$ cat config.mk
export PLATFORM = sky130hd
export DESIGN_NAME = uart_rx_flat
export DESIGN_NICKNAME = d
export VERILOG_FILES = /design/src/rtl/uart_pkg.sv /design/src/rtl/uart_rx_if.sv /design/src/rtl/uart_rx_sync.sv /design/src/rtl/uart_rx.sv /design/src/flat_wrapper.sv
export SDC_FILE = /design/constraint.sdc
export NUM_CORES = 1
export LEC_CHECK = 0
export CORE_UTILIZATION = 58
export DETAILED_ROUTE_END_ITERATION = 10
export GPL_ROUTABILITY_DRIVEN = 0
export PLACE_DENSITY = 0.92
export SLEW_MARGIN = 15
export SYNTH_ARGS = -nofsm -noshare
export SYNTH_HDL_FRONTEND = slang
export SYNTH_SLANG_ARGS = --single-unit
$ cat constraint.sdc
create_clock -name clk -period 3.2 [get_ports clk]
set_input_delay 0.64 -clock clk [delete_from_list [all_inputs] [get_ports clk]]
set_output_delay 0.64 -clock clk [all_outputs]
set_load 0.02 [all_outputs]
$ cat src/rtl/uart_pkg.sv
// Shared UART definitions: FSM state encoding and default frame parameters.
// Also imported by uart_tx, so keep the encoding stable.
package uart_pkg;

  typedef enum logic [1:0] {
    IDLE  = 2'd0,
    START = 2'd1,
    DATA  = 2'd2,
    STOP  = 2'd3
  } uart_state_t;

  localparam int DBIT_DEF   = 8;
  localparam int SB_TCK_DEF = 16;

endpackage

$ cat src/rtl/uart_rx_if.sv
// Received-byte handoff: dout/rx_valid held until rx_ack, plus a done pulse and sticky error flags.
// The receiver drives the master side; the consumer returns rx_ack through the slave side.
interface uart_rx_if;

  logic [7:0] dout;
  logic       rx_valid;
  logic       rx_ack;
  logic       rx_done_tck;
  logic       frame_err;
  logic       overrun;

  modport master (
    output dout,
    output rx_valid,
    output rx_done_tck,
    output frame_err,
    output overrun,
    input  rx_ack
  );

  modport slave (
    input  dout,
    input  rx_valid,
    input  rx_done_tck,
    input  frame_err,
    input  overrun,
    output rx_ack
  );

endinterface

$ cat src/rtl/uart_rx_sync.sv
// Two-flop synchronizer for the asynchronous serial line; 2 clk latency.
// Resets to 1 so an idle-high line never looks like a start bit.
module uart_rx_sync (
  input  logic clk,
  input  logic reset_n,
  input  logic d,
  output logic q
);

  logic meta;

  always_ff @(posedge clk or negedge reset_n) begin
    if (!reset_n) begin
      meta <= 1'b1;
      q    <= 1'b1;
    end else begin
      meta <= d;
      q    <= meta;
    end
  end

endmodule

$ cat src/rtl/uart_rx.sv
// UART receiver, 16x oversampled, LSB first; byte presented 1 clk after the stop-bit sample.
// No stall: a good frame landing on unacknowledged data is dropped and flagged as overrun.
module uart_rx
  import uart_pkg::*;
#(
  parameter int DBIT   = DBIT_DEF,
  parameter int SB_tck = SB_TCK_DEF
) (
  input  logic      clk,
  input  logic      reset_n,
  input  logic      rx,
  input  logic      s_tck,
  uart_rx_if.master bus
);

  localparam logic [2:0] N_LAST  = 3'(DBIT - 1);
  localparam logic [3:0] SB_LAST = 4'(SB_tck - 1);

  logic        rx_s;
  uart_state_t state_q, state_d;
  logic [3:0]  s_q, s_d;
  logic [2:0]  n_q, n_d;
  logic [7:0]  b_q, b_d;
  logic [7:0]  dout_q, dout_d;
  logic        valid_q, valid_d;
  logic        done_q, done_d;
  logic        ferr_q, ferr_d;
  logic        ovr_q, ovr_d;

  uart_rx_sync u_sync (
    .clk     (clk),
    .reset_n (reset_n),
    .d       (rx),
    .q       (rx_s)
  );

  always_ff @(posedge clk or negedge reset_n) begin
    if (!reset_n) begin
      state_q <= IDLE;
      s_q     <= '0;
      n_q     <= '0;
      b_q     <= '0;
      dout_q  <= '0;
      valid_q <= 1'b0;
      done_q  <= 1'b0;
      ferr_q  <= 1'b0;
      ovr_q   <= 1'b0;
    end else begin
      state_q <= state_d;
      s_q     <= s_d;
      n_q     <= n_d;
      b_q     <= b_d;
      dout_q  <= dout_d;
      valid_q <= valid_d;
      done_q  <= done_d;
      ferr_q  <= ferr_d;
      ovr_q   <= ovr_d;
    end
  end

  always_comb begin
    state_d = state_q;
    s_d     = s_q;
    n_d     = n_q;
    b_d     = b_q;
    dout_d  = dout_q;
    valid_d = valid_q;
    done_d  = 1'b0;
    ferr_d  = ferr_q;
    ovr_d   = ovr_q;

    if (bus.rx_ack) valid_d = 1'b0;

    case (state_q)
      IDLE: begin
        if (!rx_s) begin
          state_d = START;
          s_d     = '0;
        end
      end
      START: begin
        if (s_tck) begin
          if (s_q == 4'd7) begin
            // Mid start bit: a line that has gone high again was only a glitch.
            if (!rx_s) begin
              state_d = DATA;
              s_d     = '0;
              n_d     = '0;
            end else begin
              state_d = IDLE;
            end
          end else begin
            s_d = s_q + 4'd1;
          end
        end
      end
      DATA: begin
        if (s_tck) begin
          if (s_q == 4'd15) begin
            b_d = {rx_s, b_q[7:1]};
            s_d = '0;
            if (n_q == N_LAST) state_d = STOP;
            else               n_d = n_q + 3'd1;
          end else begin
            s_d = s_q + 4'd1;
          end
        end
      end
      STOP: begin
        if (s_tck) begin
          if (s_q == SB_LAST) begin
            state_d = IDLE;
            done_d  = 1'b1;
            if (rx_s) begin
              // A same-cycle ack frees the holding slot, so the load wins.
              if (valid_q && !bus.rx_ack) begin
                ovr_d = 1'b1;
              end else begin
                dout_d  = 8'(b_q >> (8 - DBIT));
                valid_d = 1'b1;
              end
            end else begin
              ferr_d = 1'b1;
            end
          end else begin
            s_d = s_q + 4'd1;
          end
        end
      end
      default: state_d = IDLE;
    endcase
  end

  assign bus.dout        = dout_q;
  assign bus.rx_valid    = valid_q;
  assign bus.rx_done_tck = done_q;
  assign bus.frame_err   = ferr_q;
  assign bus.overrun     = ovr_q;

endmodule

$ cat src/flat_wrapper.sv
// flat-port wrapper written by rule: the top's interface ports become plain ports
module uart_rx_flat import uart_pkg::*;
#(
  parameter int DBIT   = DBIT_DEF,
  parameter int SB_tck = SB_TCK_DEF
)
  (clk, reset_n, rx, s_tck, bus_dout, bus_rx_valid, bus_rx_done_tck, bus_frame_err, bus_overrun, bus_rx_ack);
  uart_rx_if bus_i ();
  input  logic clk;
  input  logic reset_n;
  input  logic rx;
  input  logic s_tck;
  output wire logic [$bits(bus_i.dout)-1:0] bus_dout;
  output wire logic [$bits(bus_i.rx_valid)-1:0] bus_rx_valid;
  output wire logic [$bits(bus_i.rx_done_tck)-1:0] bus_rx_done_tck;
  output wire logic [$bits(bus_i.frame_err)-1:0] bus_frame_err;
  output wire logic [$bits(bus_i.overrun)-1:0] bus_overrun;
  input wire logic [$bits(bus_i.rx_ack)-1:0] bus_rx_ack;
  assign bus_dout = bus_i.dout;
  assign bus_rx_valid = bus_i.rx_valid;
  assign bus_rx_done_tck = bus_i.rx_done_tck;
  assign bus_frame_err = bus_i.frame_err;
  assign bus_overrun = bus_i.overrun;
  assign bus_i.rx_ack = bus_rx_ack;
  uart_rx #(.DBIT(DBIT), .SB_tck(SB_tck)) u_core (.clk(clk), .reset_n(reset_n), .rx(rx), .s_tck(s_tck), .bus(bus_i));
endmodule
==> run_results.csv <==
group,metric,value,unit
timing,post-route-period-util,60.5,%
setup_path,cp_max_fo,8,
clock_tree,cts_max_level,2,
power,pwr-share-clk,21.1,%
detailed_routing,drc,0,
worst_hold_path,hold_start,"u_core.u_sync.meta",
setup_path,rrSetupSlack,1.48,ns
clock_tree,tritoncts,"done",
power,swShare,35.1,%
power,powerDensity,643,mW/mm²
yosys,synthAdderAreaFrac,2.57,%
global_routing,grt.total_usage,21.2,%
yosys,ys_warn_count,0,
global_routing,grt_pass1_wl,3950,µm
cells_and_area,area_delta_synth_final,15.4,%
global_routing,use_met3,9.94,%
global_routing,grt_util_met1,26.7,%
floorplanning,core-area,0.00230,mm²
clock_tree,cts_resized,0,
power,vdd_drop_max,0.493,mV
detailed_routing,ant_nets,0,
yosys,async_flop_share,100,%
cells_and_area,layout-drive-gt1-share,29.0,%
clock_tree,cts_root_buf,"clkbuf_4",
setup_path,rr_endpoint,"u_core.n_q[0]",
setup_path,critPathKind,"in2reg",
clock_tree,cts_max_path_buffers,2,
timing,slew_violations,0,
floorplanning,num_io_pins,17,
timing,fmax,0.517,GHz
timing,finalHoldViolCount,0,
cells_and_area,fin_nets,139,
floorplanning,die_x,52.2,µm
placement,port_buffers,16,
clock_tree,clk_pin_slew,0.09,ns
timing,setup_violations,0,
yosys,synth_nets,120,
setup_path,cp_data_arrival_time,2.15,ns
global_routing,antenna_found_initial,0,
run_status,status,"finished clean",
clock_tree,cts_hold_buf,0,
timing,period_needed,1.93,ns
power,p_leak,0.000796,µW
global_routing,grt_most_used_layer,"met2",
yosys,synth_compound_area_share,8.06,%
detailed_routing,vias,928,
clock_tree,clock_sinks,31,
global_routing,met2_usage,31.6,%
detailed_routing,route.detailed.wl_per_inst,14.5,µm
job,maxCapViolCount,0,
placement,hpwl,1640,µm
worst_hold_path,hold_path_depth,0,
floorplanning,rows,17,
setup_path,critPathLaunchType,"input pin",
yosys,synthCells,112,
clock_tree,cts_setup_buffers,0,
power,pwr-share-seq,51.0,%
global_routing,gr-total-overflow,0,
clock_tree,cts-buffers-inserted,5,
floorplanning,die_area,0.00272,mm²
timing,worstMarginPinSlew,0.474,ns
worst_hold_path,holdPathEnd,"u_core.u_sync.q",
yosys,yosysSeqAreaShare,53.3,%
detailed_routing,wirelength,2310,µm
yosys,synth_cell_types,41,
yosys,synthXorXnorAreaFrac,1.11,%
global_routing,grt_start_max_net_pins,32,
detailed_routing,avgViaCountPerCell,5.84,
power,p_int,702,µW
floorplanning,initial_core_util,63.5,%
cells_and_area,diodes,0,
yosys,synth_seq_cells,31,
yosys,synth_edf_count,0,
detailed_routing,drtIter0Drc,14,
yosys,muxShareOfSynthArea,16.2,%
global_routing,first_global_vias,892,
clock_tree,insertion_delay,0.33,ns
detailed_routing,dr.pass1.iters,4,
yosys,avgSynthCellArea,13.0,µm²
timing,hold_slack,0.360,ns
worst_hold_path,holdCritPathClass,"reg2reg",
yosys,syn_area,0.00146,mm²
timing,finClkSkew,0.0114,ns
setup_path,worst_ep_required_time,3.41,ns
setup_path,rr_worst_depth,4,
cells_and_area,mostFrequentLayoutCells,"dfrtp_1, mux2_2, clkdlybuf4s50_1",
power,power,1080,µW
power,power.switching,380,µW
power,comb_power_share,27.9,%
floorplanning,fp.dieH,52.2,µm
timing,max_slew_margin,68.4,%
setup_path,crit_path_end_kind,"register",
yosys,yosys.area_share.simple,14.5,%
cells_and_area,final_common_cell,"dfrtp_1",
timing,rsz0062_at_grt,"no",
yosys,synthFlopType,"dfrtp_1",
yosys,synth_top_family_by_area,"multiplexers",
timing,setup_tns,0,ns
==> final cells by class <==
class	count	area, µm²
Sequential cell	31	778
Fill cell	158	614
Tap cell	28	35.0
Multi-Input combinational cell	69	619
Timing Repair Buffer	17	168
Clock inverter	1	5.00
Clock buffer	6	51.3
Inverter	7	26.3
==> layer usage <==
metal | vias up | part of all wire (%) | wire [µm]
met5 | - | 0 | 0
met1 | 479 | 45 | 1050
met2 | 16 | 51 | 1170
li1 | 431 | - | -
met3 | 2 | 3.6 | 82
met4 | 0 | 0.35 | 8
==> cell families after synthesis <==
group | count (synthesis)
adder cells (fa/ha/maj) | 3
buffers and inverters | 12
flip-flops | 31
AND/OR/NAND/NOR | 28
multiplexers | 21
XOR/XNOR | 1
AO/OA/AOI/OAI | 16
==> power groups by stage <==
stage / combinational, µW / sequential [µW] / clock [µW]
after floorplan: 336 / 483 / 0
after global placement: 291 / 551 / 0
after detailed placement: 302 / 558 / 0
after CTS: 304 / 551 / 235
after global routing: 342 / 561 / 254
final: 302 / 552 / 229
==> cells in the mapped netlist (2+ instances only) <==
library cell	n	area, µm²
dfrtp_1	29	726
mux2_2	17	191
inv_1	7	26.3
nand2_1	7	26.3
ha_1	3	37.5
mux2i_1	3	30.0
nor2_1	3	11.3
a22o_1	2	17.5
a31oi_1	2	12.5
and3_1	2	12.5
buf_4	2	15.0
dfstp_2	2	52.6
nand2b_1	2	12.5
nor3_4	2	32.5
o21ai_0	2	10.0
o22ai_1	2	12.5
==> worst max-delay path by stage <==
stage	from	endpoint	slack (ns)
after global routing	u_core.bus.dout[6]	bus_dout[6]	1.20
after detailed placement	s_tck	u_core.b_q[6]	0.93
after global placement	s_tck	u_core.b_q[0]	0.97
after floorplan	u_core.n_q[0]	u_core.n_q[0]	1.62
after CTS	u_core.bus.dout[7]	bus_dout[7]	1.25
final	s_tck	u_core.b_q[6]	1.27
==> through the flow <==
stage	cells	cell area, µm²	setup slack [ns]	util (%)
after global routing	159	1680	1.20	73.3
after detailed placement	152	1630	0.933	70.8
after CTS	159	1680	1.25	73.3
after floorplan	112	1460	1.62	-
after global placement	152	1630	0.974	70.8
final	159	1680	1.27	73.3
==> state kept, by name, indices dropped and copies added (netlist names), named ones only <==
signal,flops
u_core.b_q,8
u_core.bus.dout,8
u_core.bus.frame_err,1
u_core.bus.overrun,1
u_core.bus.rx_done_tck,1
u_core.bus.rx_valid,1
u_core.n_q,3
u_core.s_q,4
u_core.state_q,1
u_core.u_sync.meta,1
u_core.u_sync.q,1
==> critical path: stages <==
cell	delay, ns
clkdlybuf4s50_1	0.58
nand2_2	0.15
nor3_4	0.38
mux2_2	0.39
Note: power is estimated with default switching activity, not from simulation.
